`src/rtl/text_overlay_if.sv`:
```
// Bundle of pixel-stream, host-write, glyph-ROM and output signals of the
// text overlay. The slave side is the renderer; the master side is the
// video timing / host / ROM environment around it.
interface text_overlay_if #(
  parameter int X_W = 10,
  parameter int Y_W = 10
);
  logic [X_W-1:0] pix_x;
  logic [Y_W-1:0] pix_y;
  logic           pix_de;
  logic           pix_hs;
  logic           pix_vs;
  logic           frame_start;
  logic           wr_en;
  logic [4:0]     wr_addr;
  logic [4:0]     wr_data;
  logic           commit;
  logic           commit_pend;
  logic [4:0]     rom_char;
  logic [2:0]     rom_row;
  logic [2:0]     rom_col;
  logic           rom_dot;
  logic           out_on;
  logic           out_de;
  logic           out_hs;
  logic           out_vs;

  modport master (
    output pix_x, pix_y, pix_de, pix_hs, pix_vs, frame_start,
    output wr_en, wr_addr, wr_data, commit, rom_dot,
    input  commit_pend, rom_char, rom_row, rom_col,
    input  out_on, out_de, out_hs, out_vs
  );

  modport slave (
    input  pix_x, pix_y, pix_de, pix_hs, pix_vs, frame_start,
    input  wr_en, wr_addr, wr_data, commit, rom_dot,
    output commit_pend, rom_char, rom_row, rom_col,
    output out_on, out_de, out_hs, out_vs
  );
endinterface

```
`src/rtl/text_overlay.sv`:
```
// Single-line text renderer feeding a combinational glyph ROM. Each raster
// pixel is mapped onto one of COLS glyph cells, the ROM is addressed one
// cycle later, and the returned dot becomes out_on one cycle after that,
// with de/hs/vs delayed to match. Text is double-buffered: the host fills
// the back buffer and a commit copies it to the front buffer at frame_start.
module text_overlay #(
  parameter int COLS       = 16,
  parameter int X_W        = 10,
  parameter int Y_W        = 10,
  parameter int ORIGIN_X   = 0,
  parameter int ORIGIN_Y   = 0,
  parameter int SCALE_LOG2 = 0
) (
  input  logic           clk,
  input  logic           rst,
  text_overlay_if.slave  bus
);

  localparam logic [X_W-1:0] ORG_X      = X_W'(ORIGIN_X);
  localparam logic [Y_W-1:0] ORG_Y      = Y_W'(ORIGIN_Y);
  localparam logic [X_W-1:0] COLS_X     = X_W'(COLS);
  localparam logic [5:0]     COLS_A     = 6'(COLS);
  localparam logic [Y_W-1:0] GLYPH_H    = Y_W'(8);
  localparam logic [4:0]     CODE_BLANK = 5'd31;

  // Both buffers are sized for the full 5-bit cell address so any index is
  // in range; only the first COLS entries are ever written by the host.
  logic [4:0] back  [32];
  logic [4:0] front [32];
  logic       pend;

  logic [X_W-1:0] rx, gx, cell_x;
  logic [Y_W-1:0] ry, gy;
  logic           inbox;
  logic [4:0]     code;
  logic           blank;

  logic [4:0] char_p1;
  logic [2:0] row_p1, col_p1;
  logic       blank_p1, de_p1, hs_p1, vs_p1;
  logic       on_p2, de_p2, hs_p2, vs_p2;

  // Map the raster position into glyph space and look up the cell's code.
  always_comb begin
    rx     = bus.pix_x - ORG_X;
    ry     = bus.pix_y - ORG_Y;
    gx     = rx >> SCALE_LOG2;
    gy     = ry >> SCALE_LOG2;
    cell_x = gx >> 3;
    inbox  = (bus.pix_x >= ORG_X) && (bus.pix_y >= ORG_Y) &&
             (gy < GLYPH_H) && (cell_x < COLS_X);
    code   = front[cell_x[4:0]];
    blank  = !inbox || (code == CODE_BLANK);
  end

  // Host writes land in the back buffer; a pending or same-cycle commit
  // copies back to front only at frame_start, so a frame never tears.
  // The copy reads back before this cycle's write takes effect.
  always_ff @(posedge clk) begin
    if (rst) begin
      for (int i = 0; i < 32; i++) begin
        back[i]  <= CODE_BLANK;
        front[i] <= CODE_BLANK;
      end
      pend <= 1'b0;
    end else begin
      if (bus.frame_start && (pend || bus.commit)) begin
        for (int i = 0; i < 32; i++) front[i] <= back[i];
        pend <= 1'b0;
      end else if (bus.commit) begin
        pend <= 1'b1;
      end
      if (bus.wr_en && ({1'b0, bus.wr_addr} < COLS_A)) begin
        back[bus.wr_addr] <= bus.wr_data;
      end
    end
  end

  // Stage 1: drive the glyph ROM address; BLANK is never sent to the ROM.
  always_ff @(posedge clk) begin
    if (rst) begin
      char_p1  <= 5'd0;
      row_p1   <= 3'd0;
      col_p1   <= 3'd0;
      blank_p1 <= 1'b1;
      de_p1    <= 1'b0;
      hs_p1    <= 1'b0;
      vs_p1    <= 1'b0;
    end else begin
      char_p1  <= blank ? 5'd0 : code;
      row_p1   <= gy[2:0];
      col_p1   <= gx[2:0];
      blank_p1 <= blank;
      de_p1    <= bus.pix_de;
      hs_p1    <= bus.pix_hs;
      vs_p1    <= bus.pix_vs;
    end
  end

  // Stage 2: register the ROM dot, qualified by active video and blanking.
  always_ff @(posedge clk) begin
    if (rst) begin
      on_p2 <= 1'b0;
      de_p2 <= 1'b0;
      hs_p2 <= 1'b0;
      vs_p2 <= 1'b0;
    end else begin
      on_p2 <= de_p1 && !blank_p1 && bus.rom_dot;
      de_p2 <= de_p1;
      hs_p2 <= hs_p1;
      vs_p2 <= vs_p1;
    end
  end

  assign bus.commit_pend = pend;
  assign bus.rom_char    = char_p1;
  assign bus.rom_row     = row_p1;
  assign bus.rom_col     = col_p1;
  assign bus.out_on      = on_p2;
  assign bus.out_de      = de_p2;
  assign bus.out_hs      = hs_p2;
  assign bus.out_vs      = vs_p2;

endmodule
```
`src/flat_wrapper.sv`:
```
// flat-port wrapper written by rule: the top's interface ports become plain ports
module text_overlay_flat 
#(
  parameter int COLS       = 16,
  parameter int X_W        = 10,
  parameter int Y_W        = 10,
  parameter int ORIGIN_X   = 0,
  parameter int ORIGIN_Y   = 0,
  parameter int SCALE_LOG2 = 0
)
  (clk, rst, bus_pix_x, bus_pix_y, bus_pix_de, bus_pix_hs, bus_pix_vs, bus_frame_start, bus_wr_en, bus_wr_addr, bus_wr_data, bus_commit, bus_rom_dot, bus_commit_pend, bus_rom_char, bus_rom_row, bus_rom_col, bus_out_on, bus_out_de, bus_out_hs, bus_out_vs);
  text_overlay_if #(.X_W(X_W), .Y_W(Y_W)) bus_i ();
  input  logic clk;
  input  logic rst;
  input wire logic [$bits(bus_i.pix_x)-1:0] bus_pix_x;
  input wire logic [$bits(bus_i.pix_y)-1:0] bus_pix_y;
  input wire logic [$bits(bus_i.pix_de)-1:0] bus_pix_de;
  input wire logic [$bits(bus_i.pix_hs)-1:0] bus_pix_hs;
  input wire logic [$bits(bus_i.pix_vs)-1:0] bus_pix_vs;
  input wire logic [$bits(bus_i.frame_start)-1:0] bus_frame_start;
  input wire logic [$bits(bus_i.wr_en)-1:0] bus_wr_en;
  input wire logic [$bits(bus_i.wr_addr)-1:0] bus_wr_addr;
  input wire logic [$bits(bus_i.wr_data)-1:0] bus_wr_data;
  input wire logic [$bits(bus_i.commit)-1:0] bus_commit;
  input wire logic [$bits(bus_i.rom_dot)-1:0] bus_rom_dot;
  output wire logic [$bits(bus_i.commit_pend)-1:0] bus_commit_pend;
  output wire logic [$bits(bus_i.rom_char)-1:0] bus_rom_char;
  output wire logic [$bits(bus_i.rom_row)-1:0] bus_rom_row;
  output wire logic [$bits(bus_i.rom_col)-1:0] bus_rom_col;
  output wire logic [$bits(bus_i.out_on)-1:0] bus_out_on;
  output wire logic [$bits(bus_i.out_de)-1:0] bus_out_de;
  output wire logic [$bits(bus_i.out_hs)-1:0] bus_out_hs;
  output wire logic [$bits(bus_i.out_vs)-1:0] bus_out_vs;
  assign bus_i.pix_x = bus_pix_x;
  assign bus_i.pix_y = bus_pix_y;
  assign bus_i.pix_de = bus_pix_de;
  assign bus_i.pix_hs = bus_pix_hs;
  assign bus_i.pix_vs = bus_pix_vs;
  assign bus_i.frame_start = bus_frame_start;
  assign bus_i.wr_en = bus_wr_en;
  assign bus_i.wr_addr = bus_wr_addr;
  assign bus_i.wr_data = bus_wr_data;
  assign bus_i.commit = bus_commit;
  assign bus_i.rom_dot = bus_rom_dot;
  assign bus_commit_pend = bus_i.commit_pend;
  assign bus_rom_char = bus_i.rom_char;
  assign bus_rom_row = bus_i.rom_row;
  assign bus_rom_col = bus_i.rom_col;
  assign bus_out_on = bus_i.out_on;
  assign bus_out_de = bus_i.out_de;
  assign bus_out_hs = bus_i.out_hs;
  assign bus_out_vs = bus_i.out_vs;
  text_overlay #(.COLS(COLS), .X_W(X_W), .Y_W(Y_W), .ORIGIN_X(ORIGIN_X), .ORIGIN_Y(ORIGIN_Y), .SCALE_LOG2(SCALE_LOG2)) u_core (.clk(clk), .rst(rst), .bus(bus_i));
endmodule
```
`config.mk`:
```
export PLATFORM = sky130hd
export DESIGN_NAME = text_overlay_flat
export DESIGN_NICKNAME = d
export VERILOG_FILES = /design/src/rtl/text_overlay_if.sv /design/src/rtl/text_overlay.sv /design/src/flat_wrapper.sv
export SDC_FILE = /design/constraint.sdc
export NUM_CORES = 1
export LEC_CHECK = 0
export ABC_AREA = 1
export BUFFER_PORTS_ARGS = -buffer_cell sky130_fd_sc_hd__buf_4
export CORE_UTILIZATION = 55
export DETAILED_ROUTE_END_ITERATION = 8
export GPL_TIMING_DRIVEN = 1
export PLACE_DENSITY = 0.72
export SKIP_CTS_REPAIR_TIMING = 1
export SYNTH_ARGS = -nofsm -noshare
export SYNTH_HDL_FRONTEND = slang
export SYNTH_SLANG_ARGS = --single-unit
```
`constraint.sdc`:
```
create_clock -name clk -period 5.6 [get_ports clk]
set_input_delay 0.28 -clock clk [delete_from_list [all_inputs] [get_ports clk]]
set_output_delay 0.28 -clock clk [all_outputs]
set_load 0.02 [all_outputs]
```
======== Word level (Yosys, flattened, before mapping) ========
Memories as Yosys holds them, arrays and structs flattened.
Index checks and enable logic that the tools add are counted.
storage, ports and cells
  memory bits (writable) .................. 320
  input port bits ......................... 39
  register bits after elaboration ......... 20
  memories kept ........................... 2
cells by class
  bitwise logic cells ..................... 32
  equality and inequality tests ........... 1
  muxes and demuxes ....................... 43
  reductions and logical operators ........ 14
  order comparisons ....................... 5
memories
  memory        words  bits a word  read ports  clocked after memory_dff  wr ports  line                text
  u_core.back   32     5            32          0                         32        text_overlay.sv:28  logic [4:0] back [32];
  u_core.front  32     5            1           0                         32        text_overlay.sv:29  logic [4:0] front [32];
operators by type and width
  cell                                                                                  count
  5-bit two-way mux                                                                     34
  1-bit bitwise OR                                                                      32
  10-bit by 1-bit greater-or-equal comparator with 1-bit output, second input constant  2
  10-bit by 4-bit less-than comparator with 1-bit output, second input constant         1
  1-bit two-way mux                                                                     9
  1-bit logical AND                                                                     7
  7-bit by 5-bit less-than comparator with 1-bit output, second input constant          1
  5-bit equality test, second input constant                                            1
  5-bit less-than comparator, second input constant                                     1
  5-bit OR reduction                                                                    1
  2-bit OR reduction                                                                    2
  1-bit zero test                                                                       2
  1-bit logical OR                                                                      2

======== Longest topological paths before layout ========
Gate-level depths: netlist of the first run.
  depth after elaboration ................. 7
  depth in mapped cells ................... 16

======== Least setup slack after synthesis of the first run ========
Ideal clock, no wire load.
  kind .................................... input-to-reg
  from .................................... in rst
  to ...................................... mem u_core.front[0][0], enable pin
  data arrival time ....................... 4.061 ns
  library setup time ...................... 0.527 ns
  cell stages on the path ................. 3
  path slack .............................. 1.013 ns
  cell sequence ........................... clkbuf_1 -> inv_1 -> nand2_1
RTL lines
  element          line                text
  start, declared  flat_wrapper.sv:14  input logic rst;
  end, declared    text_overlay.sv:29

==> qor.yml, run 1 <==
status: "complete, but fails checks"
violations: "negative hold slack"
drv_slew: 0
cts_root_buf: "clkbuf_16"
min_period_ps: 2480
worst_pin_slew_ps: 1040
placed_cells: 1579
synth_compound_area_share_pct: 0.622
max_freq_mhz: 403
ys_types: 20
drive_above_1_share_pct: 13.7
fin_nets: 1340
area_delta_synth_final_pct: 14.5
grt_pass1_wl_um: 38500
hold_violations: 1
insertedDiodeCount: 0
worstPathCellList: "o21ai_0, nand2_4, buf_12"
synthesis.area_mm2: 0.0137
synthMuxAreaShare_pct: 0
synthCells: 1191
design.die.area_mm2: 0.0255
row_count: 57
min_from: "bus_pix_y[0]"
grt_max_degree: 91
clock-sinks: 340
grt_antenna_before_repair: 0
grt_setup_unrepaired: "no"
crit_required_ps: 5810
die_width_um: 160
cts_tree: "built"
start_util_pct: 56.1
synth_xor_area_share_pct: 0
switching_share_pct: 21.5
path_clk_slew_ps: 60
io_pins: 55
finalSetupViolCount: 0
ir_worst_vdd_mv: 0.246
cts_max_path_buffers: 3
p_comb_share_pct: 6.1
coreArea_mm2: 0.0244
hold_path.class: "in -> reg"
place_ws_ps: 2700
maxCapViolCount: 0
cts-buffers-inserted: 36
wirelength_um: 24200
critPathKind: "reg -> reg"
cp_slowest_cell: "nand2_4"
yosys_register_bits: 340
synth-warning-count: 0
setup_tns_ps: 0
gp_congestion: 0.766
cellInternalPower_mw: 4.34
ys_seq_area_share_pct: 73.2
drcViolationCount: 0
track_usage_pct: 19.4
arrival_ps: 2690
regToRegStartpoint: "u_core.bus.commit_pend"
clock_latency_ps: 520
post_drt_wl_per_cell_um: 14.6
whs_ps: -6.56
timing.final.ws_setup_ps: 3120
critPathCaptureType: "register"
postRouteAntennaNets: 0
die_h_um: 160
final_cell_count_no_fill: 1652
power_frac_clock_pct: 40.1
synth_top_family_by_area: "simple AND/OR/NAND/NOR gates"
grt_pass1_vias: 7761
portBuffers: 54
p_sw_mw: 1.19
slowest_delay_ps: 730
h-tree-depth: 2
max-slew-margin-rel_pct: 30.5
final.setup_skew_ps: 17.4
synth.avg_cell_area_um2: 11.5
drtIter0Drc: 509
critPathMaxFanout: 83
firstDrtPassIters: 5
startpoint: "u_core.bus.commit_pend"
grt_overflow_total: 0
worstSetupStartpointType: "register"
power_density_mw_per_mm2: 353
viasPerCell: 4.88
vias: 8054
period_share_pct: 44.3
synth-adder-area-share_pct: 0
dp.final_hpwl_um: 13300
synthSimpleGateAreaFrac_pct: 20.1
seq_power_share_pct: 53.8
p_leak_nw: 6.12
## worst paths after layout
| check | end | slack, ps | cells past startpoint |
|---|---|---|---|
| worst max register to register | u_core.front[17][4] | 3120 | 3 |
| worst min-delay path | u_core.bus.rom_row[0] | -7 | 3 |
| worst max-delay path | u_core.front[17][4] | 3120 | 3 |
| worst min register to register | u_core.bus.out_on | 390 | 1 |
## layer usage
layer | up-vias | part of all wire [%] | global-route usage, %
li1 | 4037 | - | -
met1 | 3745 | 43 | 24.4
met2 | 220 | 49 | 33.6
met3 | 52 | 5.4 | 3.61
met4 | 0 | 2.8 | 6.95
met5 | - | 0 | 0
## Yosys cell counts
library cell | count | area share (%)
nand2_1 | 383 | 11
edfxtp_1 | 320 | 70
nand3_1 | 132 | 4.8
inv_1 | 122 | 3.3
or2_2 | 70 | 3.2
clkbuf_1 | 47 | 1.3
nor2_1 | 39 | 1.1
dfxtp_1 | 20 | 2.9
o21ai_0 | 17 | 0.62
buf_2 | 13 | 0.48
buf_4 | 7 | 0.38
buf_6 | 6 | 0.49
nor3_1 | 6 | 0.22
nor4_1 | 3 | 0.14
clkinv_1 | 1 | 0.027
conb_1 | 1 | 0.027
inv_2 | 1 | 0.027
inv_6 | 1 | 0.064
nand2_2 | 1 | 0.046
nand3b_1 | 1 | 0.055
## stage by stage
step                power [mW]  util (%)  instance area (um2)
floorplan                 3.27         -                14000
global placement          3.35      59.4                14500
detailed placement        3.36      59.4                14500
CTS                       5.57      63.9                15600
global route              5.73      64.2                15700
finish                    5.53      64.2                15700
## kinds of logic after synthesis
| family | count (synthesis) |
|---|---|
| AOI/OAI and AO/OA | 17 |
| buffers and inverters | 198 |
| other | 1 |
| and+or+nand+nor | 635 |
| DFF | 340 |
## sequential cells by signal, summed over array words and instances, names as in the netlist
| name | cells |
|---|---|
| u_core.back | 160 |
| u_core.front | 160 |
| u_core.blank_p1 | 1 |
| u_core.bus.out_hs | 1 |
| u_core.de_p1 | 1 |
| u_core.bus.out_vs | 1 |
| u_core.bus.rom_char | 5 |
| u_core.bus.out_on | 1 |
| u_core.bus.rom_col | 3 |
| u_core.bus.commit_pend | 1 |
| u_core.bus.rom_row | 3 |
| u_core.vs_p1 | 1 |
| u_core.hs_p1 | 1 |
| u_core.bus.out_de | 1 |
## final cells by class
class | count | area (um2)
Clock inverter | 14 | 104
Timing Repair Buffer | 66 | 528
Fill cell | 1919 | 8730
Inverter | 125 | 474
Sequential cell | 340 | 10000
Clock buffer | 51 | 998
Multi-Input combinational cell | 732 | 3150
Tap cell | 324 | 405
## critical path, delay by kind of cell, from the launching register on
kind	cells	cell delay, ps
buffers and inverters	1	500
and+or+nand+nor	1	730
DFF	1	320
AOI/OAI and AO/OA	1	550
## layout by cell type (no fill, tap or decap)
master,instances
clkbuf_16,37
nand2_4,1
nor2_4,1
bufinv_16,1
clkinv_2,5
nand2_2,1
clkinv_1,5
buf_12,1
clkinvlp_4,1
edfxtp_1,320
inv_2,1
buf_4,57
nor4_1,3
or2_2,70
nand3_1,132
dfxtp_1,20
nand2_1,382
dlygate4sd3_1,8
clkinv_4,1
conb_1,80
nor3_1,6
inv_1,122
inv_6,3
o21ai_0,17
clkbuf_1,12
nor2_1,38
clkbuf_8,2
nand3b_1,1
## power groups by stage
stage,Sequential (mW),Combinational (mW),Clock (mW)
floorplan,3.03,0.232,0
global placement,3.02,0.323,0
detailed placement,3.03,0.331,0
CTS,2.98,0.333,2.26
global route,2.99,0.380,2.36
finish,2.98,0.335,2.22
Note: power is estimated with default switching activity, not from simulation.
==> run 2, diff against run 1 <==
clock period = 2.4 ns   (was 5.6 ns; I/O delays follow)
==> run 2 against run 1 <==
Effect of this change:
- critical path type is now in -> reg
- core utilization increased by 1.2 points
- critical path depth grew 7
- the flow now finishes without violations
- first-iteration DRC count increased by 17%
- wire length grew 6.1%
- power rose by 130%
- largest cell class unchanged
- clock skew shrank 1.0 ps
- clock power rose by 130%
==> qor.yml, run 2 (same netlist as run 1, synthesis figures left out) <==
design_area_mm2: 0.0160  # +1.8%
area_delta_synth_final_pct: 16.6
insertedDiodeCount: 0  # unchanged
cts_max_path_buffers: 3  # unchanged
setup_tns_ps: 0  # unchanged
ir_worst_vdd_mv: 0.423  # +72%
dp.final_hpwl_um: 14700  # +10%
postRouteAntennaNets: 0  # unchanged
portBuffers: 54  # unchanged
firstDrtPassIters: 5  # unchanged
viasPerCell: 4.95  # +1.5%
grt_overflow_total: 0  # unchanged
crit_required_ps: 2850  # -2960 ps
period_share_pct: 86.8
row_count: 57  # unchanged
finalSetupViolCount: 0  # unchanged
start_util_pct: 56.1  # unchanged
critPathMaxFanout: 67  # -19%
coreArea_mm2: 0.0244  # unchanged
drt-met1-wl_um: 10800  # +4.7%
gp_congestion: 0.798  # +4.1%
drcViolationCount: 0  # unchanged
critPathCaptureType: "register"
post_drt_wl_per_cell_um: 15.3  # +4.5%
power_density_mw_per_mm2: 814  # +130%
track_usage_pct: 20.7  # +1.3 points
grt_max_degree: 162  # +78%
p_leak_nw: 6.28  # +2.6%
maxCapViolCount: 0  # unchanged
layout_commonest_cell: "nand2_1"
final_cell_mix: "nand2_1, edfxtp_1, nand3_1"
die_width_um: 160  # unchanged
min_period_ps: 2080
grt_pass1_wl_um: 41000  # +6.5%
fin_nets: 1365  # +1.9%
cts-buffers-inserted: 36  # unchanged
timing.final.ws_setup_ps: 316  # -2800 ps
critPathKind: "in -> reg"
worst_pin_slew_ps: 880  # -162 ps
drtIter0Drc: 596  # +17%
clock_latency_ps: 520  # about the same
cts_root_buf: "clkbuf_16"
hold_path.class: "in -> reg"
wirelength_um: 25600  # +6.1%
vias: 8307  # +3.1%
path_clk_slew_ps: 60  # about the same
wl_met3_um: 1710  # +31%
finalPower_mw: 13.0  # +130%
hold_violations: 0  # -1
fillCellCount: 1841  # -4.1%
place_ws_ps: 437  # -2260 ps
grt_setup_unrepaired: "no"
wl_met2_um: 12500  # +5.2%
worstSetupStartpointType: "input pin"
placed_cell_area_mm2: 0.0147  # +1.5%
design.die.area_mm2: 0.0255  # unchanged
grt_pass1_vias: 8124  # +4.7%
final.setup_skew_ps: 16.4  # -1.01 ps
h-tree-depth: 2  # unchanged
dr.max_layer_used: "met4"
die_h_um: 160  # unchanged
max-slew-margin-rel_pct: 40.7  # +10 points
io_pins: 55  # unchanged
arrival_ps: 2530  # -160 ps
drive_above_1_share_pct: 15.3  # +1.6 points
cts_tree: "built"
status: "finished, final reports clean"
max_freq_mhz: 480
clock-sinks: 340  # unchanged
grt_antenna_before_repair: 0  # unchanged
drv_slew: 0  # unchanged
-- run 2: changes by cell type in the layout (fill, tap and decap cells not counted), moves of 3 or more --
cell           previous run  this run
buf_4                    57        71
dlygate4sd3_1             8        14
clkinv_1                  5         8
buf_12                    1         6
clkbuf_1                 12         4
clkinv_2                  5        11
-- run 2: worst max-delay path: stages --
cell and delay (ps):
dlygate4sd3_1 540, buf_4 210, buf_12 210, nor4_1 290
nand2_1 90, nor4_1 180, dlygate4sd3_1 590, buf_4 110
nand2_2 70, nor2_1 90
-- run 2: worst paths after layout --
kind	start	endpoint	cells after the start	slack, ps
max	rst	u_core.bus.rom_char[1]	10	320
min	bus_pix_x[7]	u_core.bus.rom_char[3]	4	5
max reg2reg	u_core.bus.commit_pend	u_core.front[17][0]	3	470
min reg2reg	u_core.blank_p1	u_core.bus.out_on	1	390
-- run 2: per-layer routing --
metal	up-vias	track usage, %
met5	-	0
met4	0	7.82
met3	53	3.84
met2	270	35.0
met1	3886	26.7
li1	4098	-
-- run 2: cell type report --
cell class,instances,area [um2],area share [%]
inverters,125,474,2.97
repair buffers,91,793,4.97
clock inverters,23,145,0.910
flip-flops and latches,340,10000,62.8
well taps,324,405,2.54
multi-input cells,732,3150,19.8
clock buffers,43,968,6.07
-- run 2: metrics by stage --
| step | util (%) | hold WS (ps) | std cells |
|---|---|---|---|
| floorplan | - | 227 | 1270 |
| global placement | 60.3 | 321 | 1598 |
| detailed placement | 60.3 | 326 | 1598 |
| CTS | 64.8 | -215 | 1664 |
| global route | 65.4 | 25.3 | 1678 |
| finish | 65.4 | 4.70 | 1678 |
-- run 2: power breakdown --
group	total, mW	internal, mW	switching, mW	leakage, nW
Sequential	6.95	6.86	0.0820	3.11
Clock	5.20	3.00	2.20	0.557
Combinational	0.836	0.278	0.558	2.62
==> run 3, diff against run 2 <==
clock period = 2.1 ns   (was 2.4 ns; I/O delays follow)
==> run 3 against run 2 <==
Effect of this change:
- worst hold slack improved by 6.7 ps
- sequential power increased by 14%
- global-route usage decreased by 0.65 points
- clock-buffer cell count increased by 4
- clock power increased by 6.9%
- via count decreased by 0.70%
- core utilization increased by 0.36 points
- critical path depth decreased by 7
- die area unchanged
- final area increased by 0.56%
- setup slack got worse by 170 ps
==> qor.yml, run 3 (same netlist as run 1, synthesis figures left out) <==
critPathMaxFanout: 31  # -54%
cts_max_path_buffers: 3  # unchanged
drv_slew: 0  # unchanged
h-tree-depth: 2  # unchanged
timing.final.ws_setup_ps: 146  # -171 ps
maxCapViolCount: 0  # unchanged
grt_pass1_vias: 7828  # -3.6%
final_cell_mix: "nand2_1, edfxtp_1, nand3_1"
critPathCaptureType: "register"
status: "finished, final reports clean"
grt_overflow_total: 0  # unchanged
vias: 8249  # -0.70%
die_h_um: 160  # unchanged
switching_share_pct: 21.3  # -0.54 points
design.die.area_mm2: 0.0255  # unchanged
finalSetupViolCount: 0  # unchanged
grt_setup_unrepaired: "no"
hold_violations: 0  # unchanged
placed_cells: 1614  # +1.0%
regArea_mm2: 0.0100  # unchanged
clock-sinks: 340  # unchanged
insertedDiodeCount: 0  # unchanged
critPathKind: "reg -> reg"
worstSetupStartpointType: "register"
fillCellCount: 1806  # -1.9%
gp_congestion: 0.744  # -6.7%
max_freq_mhz: 512
io_pins: 55  # unchanged
final.setup_skew_ps: 6.65  # -9.73 ps
max-slew-margin-rel_pct: 41.9  # +1.2 points
die_width_um: 160  # unchanged
p_leak_nw: 6.32  # +0.61%
cts-buffers-inserted: 35  # -2.8%
p_sw_mw: 3.09  # +8.8%
drtIter0Drc: 606  # +1.7%
ir_worst_vdd_mv: 0.775  # +83%
power_frac_clock_pct: 38.4  # -1.6 points
post_drt_wl_per_cell_um: 14.7  # -3.7%
final_cell_count_no_fill: 1688  # +0.60%
portBuffers: 54  # unchanged
worst_pin_slew_ps: 862  # -18.1 ps
postRouteAntennaNets: 0  # unchanged
start_util_pct: 56.1  # unchanged
wirelength_um: 24800  # -3.1%
seq_power_share_pct: 54.7  # +1.2 points
setup_tns_ps: 0  # unchanged
cellInternalPower_mw: 11.4  # +12%
cts_root_buf: "clkbuf_16"
place_ws_ps: 132  # -306 ps
viasPerCell: 4.89  # -1.3%
track_usage_pct: 20.1  # -0.65 points
grt_antenna_before_repair: 0  # unchanged
coreArea_mm2: 0.0244  # unchanged
min_period_ps: 1950
crit_required_ps: 2350  # -500 ps
path_clk_slew_ps: 60  # about the same
layout_commonest_cell: "nand2_1"
hold_path.class: "in -> reg"
drive_above_1_share_pct: 15.2  # -0.039 points
dp.final_hpwl_um: 15200  # +3.7%
row_count: 57  # unchanged
cts_tree: "built"
grt_max_degree: 95  # -41%
p_comb_share_pct: 6.9  # +0.5 points
power_density_mw_per_mm2: 903  # +11%
finalPower_mw: 14.5  # +12%
multi_input_area_mm2: 0.00315  # unchanged
fin_nets: 1380  # +1.1%
arrival_ps: 2210  # -320 ps
grt_pass1_wl_um: 39700  # -3.3%
firstDrtPassIters: 5  # unchanged
area_delta_synth_final_pct: 17.3
drcViolationCount: 0  # unchanged
period_share_pct: 93.1
clock_latency_ps: 500  # -20 ps
-- run 3: worst max-delay path, cell delays in order, from the launching register on --
cell	delay, ps
dfxtp_1	320
o21ai_0	690
nand2_8	370
buf_4	320
-- run 3: stage by stage --
step	util, %	hold slack [ps]	instance area [um2]
after global routing	65.8	83.2	16000
after detailed placement	61.0	317	14900
after CTS	65.2	-204	15900
after global placement	61.0	310	14900
final	65.8	11.4	16000
after floorplan	-	212	14000
-- run 3: cell type report --
cell class | instances | share of cell area, %
timing repair buffer | 107 | 6.08
multi-input combinational | 732 | 19.7
tap | 324 | 2.53
inverter | 125 | 2.96
sequential | 340 | 62.4
clock buffer | 47 | 6.01
clock inverter | 13 | 0.351
-- run 3: power by group through the flow --
stage	combinational, mW	sequential (mW)	clock, mW
2_1_floorplan	0.623	8.06	0
3_3_place_gp	0.955	8.06	0
6_report	0.997	7.93	5.56
3_5_place_dp	0.980	8.07	0
4_1_cts	0.984	7.93	5.66
5_1_grt	1.12	7.96	5.95
-- run 3: routing by layer --
layer	track usage, %	wire [um]	up-vias
met5	0	0	-
li1	-	-	4120
met2	34.0	12200	241
met3	3.27	1430	41
met4	6.38	541	0
met1	26.6	10700	3847
-- run 3: path summary, 6_finish.rpt --
check | start | to | slack (ps) | depth (start not counted)
hold reg to reg | u_core.blank_p1 | u_core.bus.out_on | 380 | 1
setup reg to reg | u_core.bus.commit_pend | u_core.front[3][1] | 150 | 3
hold / removal | bus_pix_x[7] | u_core.bus.rom_char[0] | 10 | 4
setup / recovery | u_core.bus.commit_pend | u_core.front[3][1] | 150 | 3
